File: config.mk
export PLATFORM = sky130hd
export DESIGN_NAME = softmax_norm
export DESIGN_NICKNAME = d
export VERILOG_FILES = /design/src/rtl/softmax_pkg.sv /design/src/rtl/softmax_div_seq.sv /design/src/rtl/softmax_norm.sv
export SDC_FILE = /design/constraint.sdc
export NUM_CORES = 1
export LEC_CHECK = 0
export BUFFER_PORTS_ARGS = -buffer_cell sky130_fd_sc_hd__buf_2
export CORE_ASPECT_RATIO = 1.1
export CORE_MARGIN = 4
export CORE_UTILIZATION = 42
export DETAILED_ROUTE_END_ITERATION = 7
export GPL_ROUTABILITY_DRIVEN = 0
export REMOVE_ABC_BUFFERS = 1
export SYNTH_ARGS = -nofsm -noshare
export SYNTH_HDL_FRONTEND = slang
export SYNTH_HIERARCHICAL = 1
export SYNTH_SLANG_ARGS = --single-unit
File: constraint.sdc
create_clock -name clk -period 7.1 [get_ports clk]
set_input_delay 0.355 -clock clk [delete_from_list [all_inputs] [get_ports clk]]
set_output_delay 0.355 -clock clk [all_outputs]
set_load 0.01 [all_outputs]
File: src/rtl/softmax_pkg.sv
// Shared types and constants for the softmax normalisation stage.
package softmax_pkg;

  localparam int unsigned EXP_POS_W  = 5;
  localparam int unsigned EXP_MANT_W = 16;
  localparam int unsigned POS_SAT    = 16;

  typedef struct packed {
    logic [EXP_POS_W-1:0]  pos;
    logic [EXP_MANT_W-1:0] mant;
  } exp_word_t;

  typedef enum logic [1:0] {
    ACCUM,
    DIV,
    OUT
  } state_t;

endpackage

File: src/rtl/softmax_div_seq.sv
// Restoring fractional divider: dividend/divisor as Q0.Q_W, one quotient bit per cycle, MSB first.
module softmax_div_seq #(
  parameter int unsigned DVD_W = 32,
  parameter int unsigned DVS_W = 36,
  parameter int unsigned Q_W   = 16
) (
  input  logic             clk,
  input  logic             rst_n,
  input  logic             start,
  input  logic [DVD_W-1:0] dividend,
  input  logic [DVS_W-1:0] divisor,
  output logic [Q_W-1:0]   quotient,
  output logic             busy,
  output logic             done
);

  localparam int unsigned CNT_W = $clog2(Q_W + 1);

  logic [DVS_W:0]   rem;
  logic [DVS_W:0]   rem2;
  logic             ge;
  logic [CNT_W-1:0] cnt;

  // rem never exceeds the divisor, so the doubled remainder fits in DVS_W+1 bits
  always_comb begin
    rem2 = rem << 1;
    ge   = rem2 >= {1'b0, divisor};
    done = busy && (cnt == CNT_W'(Q_W - 1));
  end

  always_ff @(posedge clk or negedge rst_n) begin
    if (!rst_n) begin
      rem      <= '0;
      quotient <= '0;
      cnt      <= '0;
      busy     <= 1'b0;
    end else if (start) begin
      rem      <= (DVS_W + 1)'(dividend);
      quotient <= '0;
      cnt      <= '0;
      busy     <= 1'b1;
    end else if (busy) begin
      rem      <= ge ? (rem2 - {1'b0, divisor}) : rem2;
      quotient <= {quotient[Q_W-2:0], ge};
      cnt      <= cnt + CNT_W'(1);
      if (done) busy <= 1'b0;
    end
  end

endmodule

File: src/rtl/softmax_norm.sv
// Softmax normalisation: buffers a frame of exponent words, sums them, emits exp_i/sum in order.
// Optional SOFTMAX_NORM_ROUND_EN: one guard quotient bit and round-to-nearest.
module softmax_norm
  import softmax_pkg::*;
#(
  parameter int unsigned MAX_N = 16,
  parameter int unsigned OUT_W = 16,
  parameter int unsigned LIN_W = 32,
  parameter int unsigned ACC_W = LIN_W + $clog2(MAX_N)
) (
  input  logic             clk,
  input  logic             rst_n,
  input  logic             in_valid,
  output logic             in_ready,
  input  logic [20:0]      in_exp,
  input  logic             in_last,
  output logic             out_valid,
  input  logic             out_ready,
  output logic [OUT_W-1:0] out_prob,
  output logic             out_last,
  output logic             busy,
  output logic             ovf_flag,
  output logic             zero_sum_flag
);

  localparam int unsigned IDX_W = $clog2(MAX_N);
`ifdef SOFTMAX_NORM_ROUND_EN
  localparam int unsigned Q_W = OUT_W + 1;
`else
  localparam int unsigned Q_W = OUT_W;
`endif

  state_t               state, state_next;
  logic [LIN_W-1:0]     lin_buf [MAX_N];
  logic [ACC_W-1:0]     sum, sum_next;
  logic [IDX_W-1:0]     count, rd_idx, last_idx;
  exp_word_t            word;
  logic [EXP_POS_W-1:0] shamt;
  logic [LIN_W-1:0]     lin;
  logic [LIN_W-1:0]     cur;
  logic                 accept, frame_end, out_fire, last_out;
  logic                 div_start, div_busy, div_done;
  logic [Q_W-1:0]       div_q;
  logic [OUT_W-1:0]     rounded, result;

  always_comb begin
    word      = exp_word_t'(in_exp);
    shamt     = (word.pos > EXP_POS_W'(POS_SAT)) ? EXP_POS_W'(POS_SAT) : word.pos;
    lin       = LIN_W'(word.mant) << shamt;
    accept    = in_valid && (state == ACCUM);
    frame_end = in_last || (count == IDX_W'(MAX_N - 1));
    sum_next  = sum + ACC_W'(lin);
    out_fire  = (state == OUT) && out_ready;
    last_out  = (rd_idx == last_idx);
    cur       = lin_buf[rd_idx];
    div_start = (state == DIV) && !div_busy;
  end

  always_ff @(posedge clk or negedge rst_n) begin
    if (!rst_n) state <= ACCUM;
    else        state <= state_next;
  end

  always_comb begin
    state_next = state;
    case (state)
      ACCUM:   if (accept && frame_end) state_next = DIV;
      DIV:     if (div_done) state_next = OUT;
      OUT:     if (out_ready) state_next = last_out ? ACCUM : DIV;
      default: state_next = ACCUM;
    endcase
  end

  always_ff @(posedge clk) begin
    if (accept) lin_buf[count] <= lin;
  end

  always_ff @(posedge clk or negedge rst_n) begin
    if (!rst_n) begin
      sum           <= '0;
      count         <= '0;
      rd_idx        <= '0;
      last_idx      <= '0;
      ovf_flag      <= 1'b0;
      zero_sum_flag <= 1'b0;
    end else begin
      if (accept) begin
        sum   <= sum_next;
        count <= count + IDX_W'(1);
        if (count == '0) begin
          ovf_flag      <= 1'b0;
          zero_sum_flag <= 1'b0;
        end
        // frame_end without in_last can only mean the buffer filled up
        if (frame_end) begin
          last_idx      <= count;
          rd_idx        <= '0;
          count         <= '0;
          ovf_flag      <= !in_last;
          zero_sum_flag <= (sum_next == '0);
        end
      end
      if (out_fire) begin
        rd_idx <= rd_idx + IDX_W'(1);
        if (last_out) sum <= '0;
      end
    end
  end

  softmax_div_seq #(
    .DVD_W(LIN_W),
    .DVS_W(ACC_W),
    .Q_W  (Q_W)
  ) u_div (
    .clk     (clk),
    .rst_n   (rst_n),
    .start   (div_start),
    .dividend(cur),
    .divisor (sum),
    .quotient(div_q),
    .busy    (div_busy),
    .done    (div_done)
  );

  always_comb begin
`ifdef SOFTMAX_NORM_ROUND_EN
    rounded = (&div_q[Q_W-1:1]) ? '1 : (div_q[Q_W-1:1] + OUT_W'(div_q[0]));
`else
    rounded = div_q;
`endif
    if (sum == '0)                result = '0;
    else if (ACC_W'(cur) == sum)  result = '1;
    else                          result = rounded;
  end

  assign in_ready  = (state == ACCUM);
  assign out_valid = (state == OUT);
  assign out_prob  = (state == OUT) ? result : '0;
  assign out_last  = (state == OUT) && last_out;
  assign busy      = !((state == ACCUM) && (count == '0));

endmodule

==> parameters.txt <==
Parameter                              Value

Status
  Result of the run ... complete, no violations

Setup path
  Critical path buffers and inverters ... 2
  Slowest cell on crit path ... dfrtp_4
  Count of cells along the worst register-to-register path ... 12
  Worst R2R End ... zero_sum_flag
  Launch point of the worst reg-to-reg path ... sum[0]
  Startpoint type of the worst setup path ... flop
  Delay of the slowest cell on the worst path ... 920 ps
  Ordered list of cells on the worst path ... buf_12 > mux4_2 > mux4_2 > xnor2_1 > nand4_1 > a2111oi_0 > nand4_1 > nand2_1 > buf_2
  Crit path max fanout ... between 60 and 70
  Worst EP arrival ... roughly 5300 ps
  Type of the worst setup path ... flop to primary output
  Kind of end point of the critical path ... primary output
  Crit-path leading delay family ... simple AND/OR/NAND/NOR gates
  Worst-case register-to-register setup slack ... around 2600 ps
  Required time at the endpoint of the critical path ... 6740 ps

Synth
  Top FF cell, synth ... edfxtp_1
  Number of instances in the synthesized netlist ... 2205
  Cell types occupying the most area after synthesis ... edfxtp_1 (50%), mux4_2 (11%), dfrtp_1 (9.0%)
  Post-synth EDFFs ... 512
  Area leader, netlist ... edfxtp_1
  Proportion of netlist area held by the largest area contributor ... 50.3%
  Seq/Total Area, Yosys ... about three fifths
  Post-synth design cell area ... 0.0306 mm²
  Most instantiated library cell after synthesis ... edfxtp_1
  Number of synthesis warnings ... 6
  Synthesized area per cell ... between 10 and 15 µm²
  Most used standard cells in the synthesized netlist ... edfxtp_1 (512), nand2_1 (191), mux4_2 (155), a21oi_1 (147), nor2_1 (113)
  Register bit count reported by yosys ... between 600 and 700
  Fraction of registers with async set/reset ... 17.7%
  Post-synthesis cell type count ... 93

Clocking
  Worst-Skew Late Latency ... 630 ps
  CTS tree ... yes
  CTS sink count ... 622
  Clock slew seen by the registers of the worst setup and hold paths ... 60 ps
  Clk root buf ... clkbuf_16
  Post-CTS Resized ... 0
  TritonCTS Buffers ... 66
  Depth of the CTS H-tree ... 3
  Max Root-Sink Buffers ... 3

Global routing
  Number of antenna violations at the first check in global routing ... 0
  Largest net degree at the start of global routing ... 76
  Vias in the first global route ... 19546
  All-Layer GR Usage ... a little over a fifth
  Total congestion overflow after global routing ... 0
  Wire length of the first global-routing pass ... 126 mm

Drt
  Final ANT Viol Nets ... 0
  Routed WL ... 83.8 mm
  Starting DRT DRC Count ... between 1500 and 2000
  DR DRC count ... 0
  Via-to-Cell Ratio ... 6.04
  DR WL/cell ... 25.8 µm
  Number of vias after detailed routing ... 19638
  Number of detailed-route iterations in the first pass ... 6

STA
  Least-Margin Pin Slew ... 1160 ps
  Final clock period utilization by the worst path ... 80.0%
  Finish-stage setup viols ... 0
  Max-slew headroom at the worst pin ... roughly 23%
  Setup skew after layout ... 28.9 ps
  RSZ-0062 raised after global routing ... no
  Number of hold violations in the final report ... 0
  Final worst path period need ... 5680 ps
  F_max ... 176 MHz
  Slew Limit Fails ... 0

Finish
  Synthesis-to-finish area growth ... 12.4%
  FILL cells ... 6252
  Layout Nets ... approximately 2400
  Share of post-route cells with drive strength above 1 ... 18.6%
  Design Area, Final ... 0.0343 mm²
  # diodes ... 0

Placement
  Detailed-placement wirelength estimate ... 52.4 mm
  Post-detailed-placement cell area ... around 0.032 mm²
  Number of buffer cells added on primary ports ... 47

Worst hold path
  Worst Hold Path Cells ... 2
  Launch instance of the worst min-delay path ... out_ready
  Class of the worst hold path ... input pin to flop
  Hold-critical path endpoint ... sum[26]

Power and ir drop
  Combinational share of power ... 41.4%
  Part of the power in registers ... 33.9%
  Net switching power ... 0.00548 W
  Pleak ... 12.5 nW
  Internal power ... 0.00904 W
  Power density over cell area ... 423 mW/mm²
  Worst ir drop on vdd ... roughly 0.22 mV
  Switch share ... 37.7%
  Post-layout power ... between 0.01 and 0.015 W
  Clock share of power ... ~25%

Floorplanning
  Number of cell rows ... 103
  Ports placed on the boundary ... 48
  Die Y-Extent ... 291 µm
  Initial core utilization ... 42.5%
  Die Area ... a little under 0.08 mm²
  Die boundary width ... 265 µm
  Area of the core ... 0.0719 mm²

Flow run
  MaxCap Viol Count ... 0
-- layout make-up --
type | count | area (µm²) | area share (%)
flip-flops and latches | 622 | 18100 | 52.8
multi-input cells | 1383 | 11700 | 34.1
clock buffers | 77 | 1700 | 4.96
well taps | 945 | 1180 | 3.44
repair buffers | 109 | 758 | 2.21
clock inverters | 42 | 582 | 1.69
inverters | 71 | 267 | 0.776
-- layer usage --
| metal | wire length [µm] | track usage (%) | vias up |
|---|---|---|---|
| met4 | 2150 | 6.33 | 0 |
| met2 | 40600 | 35.5 | 724 |
| li1 | - | - | 8638 |
| met1 | 35800 | 30.4 | 10167 |
| met5 | 0 | 0 | - |
| met3 | 5170 | 2.74 | 109 |
-- stage by stage --
step / setup TNS, ps / hold slack, ps / cells / setup slack, ps / utilization, %
floorplan: -10870 / 59.4 / 2076 / -691 / -
global placement: 0 / 344 / 3128 / 1240 / 44.5
detailed placement: 0 / 351 / 3128 / 1120 / 44.5
CTS: 0 / 37.8 / 3249 / 1260 / 47.8
global route: 0 / 73.4 / 3249 / 936 / 47.8
finish: 0 / 61.2 / 3249 / 1420 / 47.8
-- logic make-up (layout without fill, tap and decap cells) --
kind of cell             after synthesis  count (layout)  synth area share, %
AO/OA/AOI/OAI                        418             418                 8.86
buffers and inverters                200             299                 2.71
flip-flops                           622             622                 59.3
adder cells (fa/ha/maj)               77              77                 3.20
XOR/XNOR                              88              88                 2.52
multiplexers                         251             251                 14.6
AND/OR/NAND/NOR                      549             549                 8.79
-- cells in the final DEF (no fill, tap or decap), types with 17 or more instances in the layout --
cell type | synthesis | routed
nand3_1 | 30 | 30
nand4_1 | 28 | 28
dfrtp_1 | 110 | 105
nor2b_1 | 17 | 17
buf_2 | 21 | 46
clkbuf_16 | 0 | 66
xnor2_1 | 56 | 56
o21ai_0 | 51 | 43
mux2i_1 | 91 | 91
nand2_1 | 191 | 191
nor3_1 | 37 | 33
edfxtp_1 | 512 | 512
xor2_1 | 32 | 32
and3_1 | 49 | 41
nor4_1 | 18 | 17
nor2_1 | 113 | 109
mux4_2 | 155 | 155
a21oi_1 | 147 | 147
inv_1 | 70 | 70
a21o_1 | 24 | 24
ha_1 | 75 | 75
buf_4 | 1 | 57
o21ai_1 | 32 | 40
-- worst max path at each step --
stage | start | to | slack (ps) | cells past startpoint
floorplan | rd_idx[0] | out_prob[14] | -690 | 7
global placement | in_exp[20] | zero_sum_flag | 1240 | 16
detailed placement | in_exp[20] | zero_sum_flag | 1120 | 16
CTS | rd_idx[0] | out_prob[14] | 1260 | 9
global route | rd_idx[0] | out_prob[15] | 940 | 9
finish | rd_idx[0] | out_prob[1] | 1420 | 9
-- repair_timing --
| action | CTS | global route |
|---|---|---|
| hold endpoints to repair | 36 | 0 |
| hold buffers | 2 | 0 |
| buffers inserted | 0 | 0 |
-- registers in the layout (all words and copies together) (netlist names), 2 cells and up --
name            count
lin_buf           512
u_div/quotient     16
u_div/cnt           5
u_div/rem          36
rd_idx              4
count               4
sum                36
last_idx            4
state               2
-- power by group through the flow --
stage                     logic, W  registers [W]  clock network [W]
after floorplan            0.00451        0.00492                  0
after global placement     0.00588        0.00497                  0
after detailed placement   0.00593        0.00498                  0
after CTS                  0.00597        0.00490            0.00366
after global routing       0.00653        0.00497            0.00382
final                      0.00600        0.00492            0.00359
Note: power is estimated with default switching activity, not from simulation.
